===== src/rtl/sdram_traffic_gen.sv =====
// Burst traffic generator/checker for the sdram_controller user port.
// Writes or reads full pages over an address range and counts read mismatches.
module sdram_traffic_gen #(
  parameter int          ADDR_W        = 15,
  parameter int          DATA_W        = 16,
  parameter int          BURST_LEN     = 512,
  parameter int          IDX_W         = 10,
  parameter int unsigned WINDOW_CYCLES = 165_000_000,
  parameter int          CNT_W         = 37,
  parameter int          ERR_W         = 20
) (
  input  logic              clk,
  input  logic              rst,
  input  logic              start_write,
  input  logic              start_read,
  input  logic [1:0]        mode,
  input  logic              timed,
  input  logic [ADDR_W-1:0] addr_lo,
  input  logic [ADDR_W-1:0] addr_hi,
  input  logic              inject_err,
  input  logic              ready,
  input  logic              f2s_data_valid,
  input  logic [DATA_W-1:0] s2f_data,
  input  logic              s2f_data_valid,
  output logic              rw,
  output logic              rw_en,
  output logic [ADDR_W-1:0] f_addr,
  output logic [DATA_W-1:0] f2s_data,
  output logic              busy,
  output logic              done,
  output logic              pass,
  output logic [ERR_W-1:0]  err_count,
  output logic              first_err_valid,
  output logic [ADDR_W-1:0] first_err_addr,
  output logic [IDX_W-1:0]  first_err_index,
  output logic [CNT_W-1:0]  word_count,
  output logic [CNT_W-1:0]  cycle_count
);

  typedef enum logic [2:0] {IDLE, WR_REQ, WR_BURST, RD_REQ, RD_BURST} state_t;

  localparam logic [DATA_W-1:0] CB_A = DATA_W'({DATA_W{2'b10}});

  state_t            r_state;
  logic [1:0]        r_mode;
  logic              r_timed;
  logic              r_inject;
  logic [ADDR_W-1:0] r_addr_lo;
  logic [ADDR_W-1:0] r_addr_hi;
  logic [ADDR_W-1:0] r_faddr;
  logic [IDX_W-1:0]  r_index;
  logic              r_done;
  logic              r_pass;
  logic [ERR_W-1:0]  r_err;
  logic              r_fev;
  logic [ADDR_W-1:0] r_fea;
  logic [IDX_W-1:0]  r_fei;
  logic [CNT_W-1:0]  r_word;
  logic [CNT_W-1:0]  r_cycle;

  logic [DATA_W-1:0] w_exp;
  logic              w_in_burst;
  logic              w_beat;
  logic              w_mismatch;
  logic              w_burst_end;
  logic              w_range_bad;
  logic              w_at_hi;
  logic              w_last;
  logic              w_inj_hit;
  logic [ADDR_W-1:0] w_next_addr;

  function automatic logic [DATA_W-1:0] pattern(input logic [1:0] m,
                                                input logic [ADDR_W-1:0] a,
                                                input logic [IDX_W-1:0] i);
    logic [DATA_W-1:0] s;
    int unsigned       sh;
    s  = DATA_W'(a) + DATA_W'(i);
    sh = 32'(s) % DATA_W;
    case (m)
      2'd0:    return s;
      2'd1:    return DATA_W'(1) << sh;
      2'd2:    return ~s;
      default: return (a[0] ^ i[0]) ? CB_A : ~CB_A;
    endcase
  endfunction

  assign w_exp       = pattern(r_mode, r_faddr, r_index);
  assign w_in_burst  = (r_state == WR_BURST) || (r_state == RD_BURST);
  assign w_beat      = ((r_state == WR_BURST) && f2s_data_valid) ||
                       ((r_state == RD_BURST) && s2f_data_valid);
  assign w_mismatch  = (r_state == RD_BURST) && s2f_data_valid && (s2f_data != w_exp);
  assign w_burst_end = w_in_burst && (r_index == IDX_W'(BURST_LEN)) && !w_beat;
  // An inverted range degenerates to a single burst at addr_lo.
  assign w_range_bad = r_addr_hi < r_addr_lo;
  assign w_at_hi     = (r_faddr == r_addr_hi) || w_range_bad;
  assign w_last      = r_timed ? (r_cycle >= CNT_W'(WINDOW_CYCLES)) : w_at_hi;
  assign w_next_addr = w_at_hi ? r_addr_lo : r_faddr + 1'b1;
  assign w_inj_hit   = r_inject && (r_faddr == r_addr_lo);

  assign rw       = (r_state == RD_REQ) || (r_state == RD_BURST);
  assign rw_en    = ((r_state == WR_REQ) || (r_state == RD_REQ)) && ready;
  assign busy     = (r_state != IDLE);
  assign f2s_data = (r_state == WR_BURST) ? (w_exp ^ {{(DATA_W-1){1'b0}}, w_inj_hit}) : '0;

  assign f_addr          = r_faddr;
  assign done            = r_done;
  assign pass            = r_pass;
  assign err_count       = r_err;
  assign first_err_valid = r_fev;
  assign first_err_addr  = r_fea;
  assign first_err_index = r_fei;
  assign word_count      = r_word;
  assign cycle_count     = r_cycle;

  always_ff @(posedge clk or posedge rst) begin
    if (rst) begin
      r_state   <= IDLE;
      r_mode    <= '0;
      r_timed   <= 1'b0;
      r_inject  <= 1'b0;
      r_addr_lo <= '0;
      r_addr_hi <= '0;
      r_faddr   <= '0;
      r_index   <= '0;
      r_done    <= 1'b0;
      r_pass    <= 1'b0;
      r_err     <= '0;
      r_fev     <= 1'b0;
      r_fea     <= '0;
      r_fei     <= '0;
      r_word    <= '0;
      r_cycle   <= '0;
    end else begin
      r_done <= 1'b0;
      if (r_state != IDLE && r_cycle != '1) r_cycle <= r_cycle + 1'b1;
      case (r_state)
        IDLE: begin
          if (start_write || start_read) begin
            r_mode    <= mode;
            r_timed   <= timed;
            r_addr_lo <= addr_lo;
            r_addr_hi <= addr_hi;
            r_faddr   <= addr_lo;
            r_inject  <= start_write && inject_err;
            r_word    <= '0;
            r_cycle   <= '0;
            r_state   <= start_write ? WR_REQ : RD_REQ;
            if (!start_write) begin
              r_err  <= '0;
              r_fev  <= 1'b0;
              r_fea  <= '0;
              r_fei  <= '0;
              r_pass <= 1'b0;
            end
          end
        end
        WR_REQ, RD_REQ: begin
          if (ready) begin
            r_index <= '0;
            r_state <= (r_state == WR_REQ) ? WR_BURST : RD_BURST;
          end
        end
        WR_BURST, RD_BURST: begin
          if (w_beat) begin
            r_index <= r_index + 1'b1;
            r_word  <= r_word + 1'b1;
          end
          if (w_mismatch) begin
            if (r_err != '1) r_err <= r_err + 1'b1;
            if (!r_fev) begin
              r_fev <= 1'b1;
              r_fea <= r_faddr;
              r_fei <= r_index;
            end
          end
          if (w_burst_end) begin
            if (w_last) begin
              r_state <= IDLE;
              r_done  <= 1'b1;
              if (r_state == RD_BURST) r_pass <= (r_err == '0);
            end else begin
              r_faddr <= w_next_addr;
              r_state <= (r_state == WR_BURST) ? WR_REQ : RD_REQ;
            end
          end
        end
        default: r_state <= IDLE;
      endcase
    end
  end

endmodule


===== config.mk =====
export PLATFORM = sky130hd
export DESIGN_NAME = sdram_traffic_gen
export DESIGN_NICKNAME = d
export VERILOG_FILES = /design/src/rtl/sdram_traffic_gen.sv
export SDC_FILE = /design/constraint.sdc
export NUM_CORES = 1
export LEC_CHECK = 0
export BUFFER_PORTS_ARGS = -buffer_cell sky130_fd_sc_hd__buf_2
export CORE_MARGIN = 2
export CORE_UTILIZATION = 50
export DETAILED_ROUTE_END_ITERATION = 8
export GPL_TIMING_DRIVEN = 0
export PLACE_DENSITY = 0.73
export SLEW_MARGIN = 20
export SYNTH_ARGS = -nofsm -noshare
export SYNTH_HDL_FRONTEND = slang
export SYNTH_SLANG_ARGS = --single-unit

===== constraint.sdc =====
create_clock -name clk -period 8.65 [get_ports clk]
set_input_delay 0 -clock clk [delete_from_list [all_inputs] [get_ports clk]]
set_output_delay 0 -clock clk [all_outputs]
set_load 0.02 [all_outputs]

Word-level counts from Yosys, hierarchy flattened
Cells that the tools add are included.
{"block": "totals", "in_bits": 57, "wordCells": 136, "regBits": 184, "out_inout_bits": 156}
{"block": "classes", "n_eq_ne": 23, "n_reduce_logical": 33, "n_lt_le_gt_ge": 2, "bitwise": 3, "n_addsub": 6, "n_shift": 1, "n_mux": 52}
{"op": "$mux 37", "count": 5}
{"op": "$mux 15", "count": 8}
{"op": "$mux 20", "count": 4}
{"op": "$add 37x1->37 const B", "count": 2}
{"op": "$pmux 37 s2", "count": 1}
{"op": "$mux 10", "count": 6}
{"op": "$pmux 15 s2", "count": 2}
{"op": "$pmux 16 s3", "count": 1}
{"op": "$pmux 10 s2", "count": 2}
{"op": "$pmux 20 s2", "count": 1}
{"op": "$ge 37x28->1 const B", "count": 1}
{"op": "$ne 37x37->1 const B", "count": 1}
{"op": "$mux 16", "count": 2}
{"op": "$eq 15x15->1", "count": 2}
{"op": "$ne 2x2->1 const B", "count": 11}
{"op": "$add 20x1->20 const B", "count": 1}
{"op": "$logic_not 20->1", "count": 1}
{"op": "$ne 20x20->1 const B", "count": 1}
{"op": "$add 15x10->16", "count": 1}
{"op": "$ne 16x16->1", "count": 1}
{"op": "$not 16->16", "count": 1}
{"op": "$shl 1x4->16 const A", "count": 1}
{"op": "$xor 16x1->16", "count": 1}
{"op": "$add 15x1->15 const B", "count": 1}
{"op": "27 further kinds", "count": 62}

Longest topological paths before layout
{"block": "depth", "ltp_word": 7, "mapped_depth": 16, "mapped_depth_nobuf": 13}

Least setup slack after synthesis
OpenSTA, ideal clock, no wires.
{"block": "synth_timing", "kind": "register to register", "start": "register r_faddr[0] (netlist: f_addr[0])", "end": "register r_err[13] (netlist: err_count[13])", "arrival_time_ns": 3.667, "stages_incl_launch_ff": 14, "synth_period_minus_slack_ns": 3.798, "setup_ns": 0.131, "setup_slack_ns": 4.852, "n_path_buf": 0, "path_cell_list": "dfrtp_1 > ha_1 > fa_1 > xnor2_1 > a21oi_1 > o211a_2 > a2111oi_1 > o2111ai_1 > nor4_1 > nand3_1 > and4b_2 > and2_1 > nor4_1 > or3_1"}
{"block": "synth_between", "elab_chain_len": 7, "elab_cells_between_ends": 10}
{"element": "start: declaration", "line_no": "50", "text": "logic [ADDR_W-1:0] r_faddr;"}
{"element": "start signal: assignment", "line_no": "143", "text": "r_faddr <= addr_lo;"}
{"element": "start signal: assignment", "line_no": "182", "text": "r_faddr <= w_next_addr;"}
{"element": "$add 15x10->16 or $xor 1x1->1 (tied branches)", "line_no": "77, 83"}
{"element": "$shl 1x4->16 (tied with other cells)", "line_no": "81", "text": "2'd1: return DATA_W'(1) << sh;"}
{"element": "$pmux 16 s3 (*)", "line_no": "79", "text": "case (m)"}
{"element": "$ne 16x16->1 (*)", "line_no": "91", "text": "assign w_mismatch = (r_state == RD_BURST) && s2f_data_valid && (s2f_data != w_exp);"}
{"element": "$logic_and 1x1->1 (*)", "line_no": "91"}
{"element": "$ne 2x2->1 (no source line) (*)"}
{"element": "$reduce_and 5->1 (no source line) (*)"}
{"element": "end signal: assignment", "line_no": "169", "text": "if (r_err != '1) r_err <= r_err + 1'b1;"}
{"element": "end: declaration", "line_no": "54", "text": "logic [ERR_W-1:0] r_err;"}
Mark *: on every way between the ends. The rest lies on a longest branch, timed or not.
A chain may end at the register's enable or synchronous reset.

Worst setup path after layout
{"block": "layout_timing", "start": "register r_faddr[0] (netlist: f_addr[0])", "end": "register r_fea[9] (netlist: first_err_addr[9])"}
{"block": "layout_between", "elab_chain_len": 7, "elab_cells_between_ends": 10}
{"element": "$add 15x10->16 or $xor 1x1->1 (tied branches)", "line_no": "77, 83"}
{"element": "$shl 1x4->16 (tied with other cells)", "line_no": "81"}
{"element": "$pmux 16 s3 (*)", "line_no": "79"}
{"element": "$ne 16x16->1 (*)", "line_no": "91"}
{"element": "$logic_and 1x1->1 (*)", "line_no": "91"}
{"element": "$ne 2x2->1 (no source line) (*)"}
{"element": "$reduce_and 5->1 (no source line) (*)"}
{"element": "end signal: assignment", "line_no": "172", "text": "r_fea <= r_faddr;"}
{"element": "end: declaration", "line_no": "56", "text": "logic [ADDR_W-1:0] r_fea;"}
Marks and branches as above.

==> flow_metrics.env <==
export IMPL_leakage_nw=6.74
export IMPL_cap_violations=0
export IMPL_drive_gt1_frac=0.185
export IMPL_slowest_delay_ns=0.59
export IMPL_synth_ff_type="dfrtp_1"
export IMPL_ctsLongestPathBuffers=2
export IMPL_wl_per_cell_um=18.8
export IMPL_critPathKind="register to register"
export IMPL_dp_hpwl_um=28200
export IMPL_regToRegStartpoint="f_addr[0]$_DFFE_PP0P_"
export IMPL_dp_cells=1928
export IMPL_numCtsBuffers=17
export IMPL_portBuffers=211
export IMPL_vias=11848
export IMPL_path_delay_family="compound AO/OA/AOI/OAI gates"
export IMPL_hp_start="ready"
export IMPL_vias_per_cell=5.93
export IMPL_slew_violations=0
export IMPL_die_h_um=159
export IMPL_synth_area_um2=12000
export IMPL_endpoint_kind="register"
export IMPL_crit_fanout=10
export IMPL_ys_warn_count=0
export IMPL_finalSetupTns_ns=0
export IMPL_die_x_um=159
export IMPL_fin_hold_ws_ns=0.0358
export IMPL_grt_pass1_wl_um=60900
export IMPL_grt_max_degree=97
export IMPL_critPathLaunchType="register"
export IMPL_ys_seq_area_frac=0.383
export IMPL_grt_usage=0.295
export IMPL_fmax_ghz=0.207
export IMPL_fin_crit_sh=0.558
export IMPL_synth_edff_count=0
export IMPL_finalCriticalPeriod_ns=4.83
export IMPL_htree_num_levels=4
export IMPL_final_hold_viol_count=0
export IMPL_setup_viol=0
export IMPL_drt_initial_drc_count=858
export IMPL_coreArea_um2=23500
export IMPL_cp_num_buf_inv=2
export IMPL_die_area_um2=25300
export IMPL_irDropWorstVdd_mv=0.192
export IMPL_fin_area_um2=14500
export IMPL_crit_start="f_addr[0]$_DFFE_PP0P_"
export IMPL_clkTransAtPathRegs_ns=0.08
export IMPL_insertion_delay_ns=0.44
export IMPL_final_cell_mix="225 x buf_2, 184 x dfrtp_1, 180 x nand2_1"
export IMPL_postCtsHoldBufs=37
export IMPL_worst_pin_slew_ns=0.983
export IMPL_hold_path_class="input port to register"
export IMPL_cts_resized=0
export IMPL_cts_sinks=184
export IMPL_cp_common_cell="clkbuf_1"
export IMPL_drc=0
export IMPL_skew_ns=0.0201
export IMPL_cts_root_buffer="clkbuf_16"
export IMPL_io_pins=213
export IMPL_p_per_area_nw_per_um2=347
export IMPL_required_ns=9.02
export IMPL_dpl_instance_area_um2=13500
export IMPL_area_growth_pct=20.4
export IMPL_antenna_left=0
export IMPL_slowest_stage="fa_1"
export IMPL_synth_avg_cell_area_um2=8.60
export IMPL_final_common_cell="buf_2"
export IMPL_crit_arrival_ns=5.20
export IMPL_tritoncts="yes"
export IMPL_status="finished clean"
export IMPL_async_flop_share=1.00
export IMPL_syn_inst=1397
export IMPL_row_count=56
export IMPL_slew_headroom=0.344
export IMPL_n_antenna_cell=0
export IMPL_final_net_count=1755
export IMPL_gp_congestion=0.942
export IMPL_fillers=2147
export IMPL_grt_ovfl_total=0
export IMPL_first_pass_iters=7
export IMPL_syn_nets=1487
export IMPL_grt_pass1_vias=11501
export IMPL_ys_ff_latch=184
export IMPL_rsz0062_at_grt="no"
export IMPL_post_cts_buffers=0
export IMPL_crit_chain="ha_1 > fa_1 > clkbuf_1 > nand2_1 > o31ai_1 > nor2_1 > a211oi_1 > a22oi_1 > nand3_1 > and4b_2 > a211oi_4 > clkbuf_1 > a22o_1"
export IMPL_start_util=0.510
export IMPL_synth_distinct_cells=90
export IMPL_antenna_found_initial=1
export IMPL_routed_wl_um=37500
export IMPL_finalNonFillerCells=1997
==> flip-flops by register name (all words and copies together) (netlist names) <==
| register | count |
|---|---|
| err_count | 20 |
| r_addr_lo | 15 |
| cycle_count | 37 |
| r_timed | 1 |
| first_err_index | 10 |
| r_inject | 1 |
| first_err_valid | 1 |
| word_count | 37 |
| done | 1 |
| r_addr_hi | 15 |
| first_err_addr | 15 |
| f_addr | 15 |
| r_state | 3 |
| r_index | 10 |
| pass | 1 |
| r_mode | 2 |
==> power by group <==
part | internal [mW] | leakage, nW | total [mW] | switching [mW]
Clock | 0.386 | 0.284 | 0.770 | 0.384
Sequential | 1.05 | 2.46 | 1.26 | 0.215
Combinational | 1.04 | 3.99 | 2.98 | 1.94
Total | 2.47 | 6.74 | 5.01 | 2.54
==> layer usage <==
| metal | wire [um] | track usage |
|---|---|---|
| met1 | 16300 | 0.401 |
| met2 | 17200 | 0.471 |
| met3 | 2970 | 0.0599 |
| met4 | 1100 | 0.105 |
| met5 | 0 | 0 |
==> synthesized netlist by cell type (9+ instances only) <==
cell type | instances | area, um2
o21ai_0 | 56 | 280
o311ai_0 | 16 | 140
o21a_1 | 9 | 67.6
a21oi_1 | 52 | 260
nand2_1 | 180 | 676
nor4_1 | 28 | 175
a31oi_1 | 24 | 150
nand2b_1 | 10 | 62.6
xnor2_1 | 58 | 508
ha_1 | 32 | 400
mux2i_1 | 10 | 100
buf_2 | 14 | 70.1
and3_1 | 27 | 169
xor2_1 | 65 | 569
a21o_1 | 17 | 128
nand4_1 | 30 | 188
dfrtp_1 | 184 | 4600
or3_1 | 22 | 138
nor3_1 | 25 | 125
inv_1 | 46 | 173
a22o_1 | 26 | 228
nand3_1 | 83 | 415
nor2_1 | 135 | 507
and2_1 | 11 | 68.8
clkbuf_1 | 60 | 225
mux2_2 | 17 | 191
==> final timing paths <==
path	to	slack [ns]	cells past startpoint
worst max-delay path	first_err_addr[9]$_DFFE_PP0P_	3.82	13
worst min-delay path	r_index[2]$_DFFE_PP0P_	0.04	4
worst max register to register	first_err_addr[9]$_DFFE_PP0P_	3.82	13
worst min register to register	first_err_addr[9]$_DFFE_PP0P_	0.50	1
max in group asynchronous	r_addr_lo[11]$_DFFE_PP0P_	7.55	4
min in group asynchronous	cycle_count[9]$_DFF_PP0_	0.22	3
==> final cells by class <==
cell class,count,area [um2],area share
inverter,47,184,0.0127
multi-input combinational,1080,6860,0.475
tap,319,399,0.0276
timing repair buffer,249,1450,0.101
buffer,86,374,0.0259
clock inverter,15,155,0.0107
clock buffer,17,425,0.0294
sequential,184,4600,0.319
==> tightest hold or removal path, delay by kind of cell <==
kind                   cells  cell delay, ns
and+or+nand+nor            2            0.23
buffers and inverters      2            0.20
==> per-stage QoR <==
stage / util / setup slack (ns) / power [mW]
finish: 0.614 / 3.82 / 5.01
global route: 0.614 / 3.51 / 5.36
CTS: 0.614 / 3.95 / 4.98
detailed placement: 0.573 / 4.00 / 4.18
global placement: 0.572 / 1.64 / 4.14
floorplan: - / 3.65 / 3.32
==> cells by family after synthesis <==
logic type | after synthesis | synth area share
XOR/XNOR | 124 | 0.0911
AND/OR/NAND/NOR | 586 | 0.233
multiplexers | 27 | 0.0243
adder cells (fa/ha/maj) | 33 | 0.0350
AO/OA/AOI/OAI | 310 | 0.187
buffers and inverters | 133 | 0.0458
flip-flops | 184 | 0.383
(Power assumes the default switching activity.)
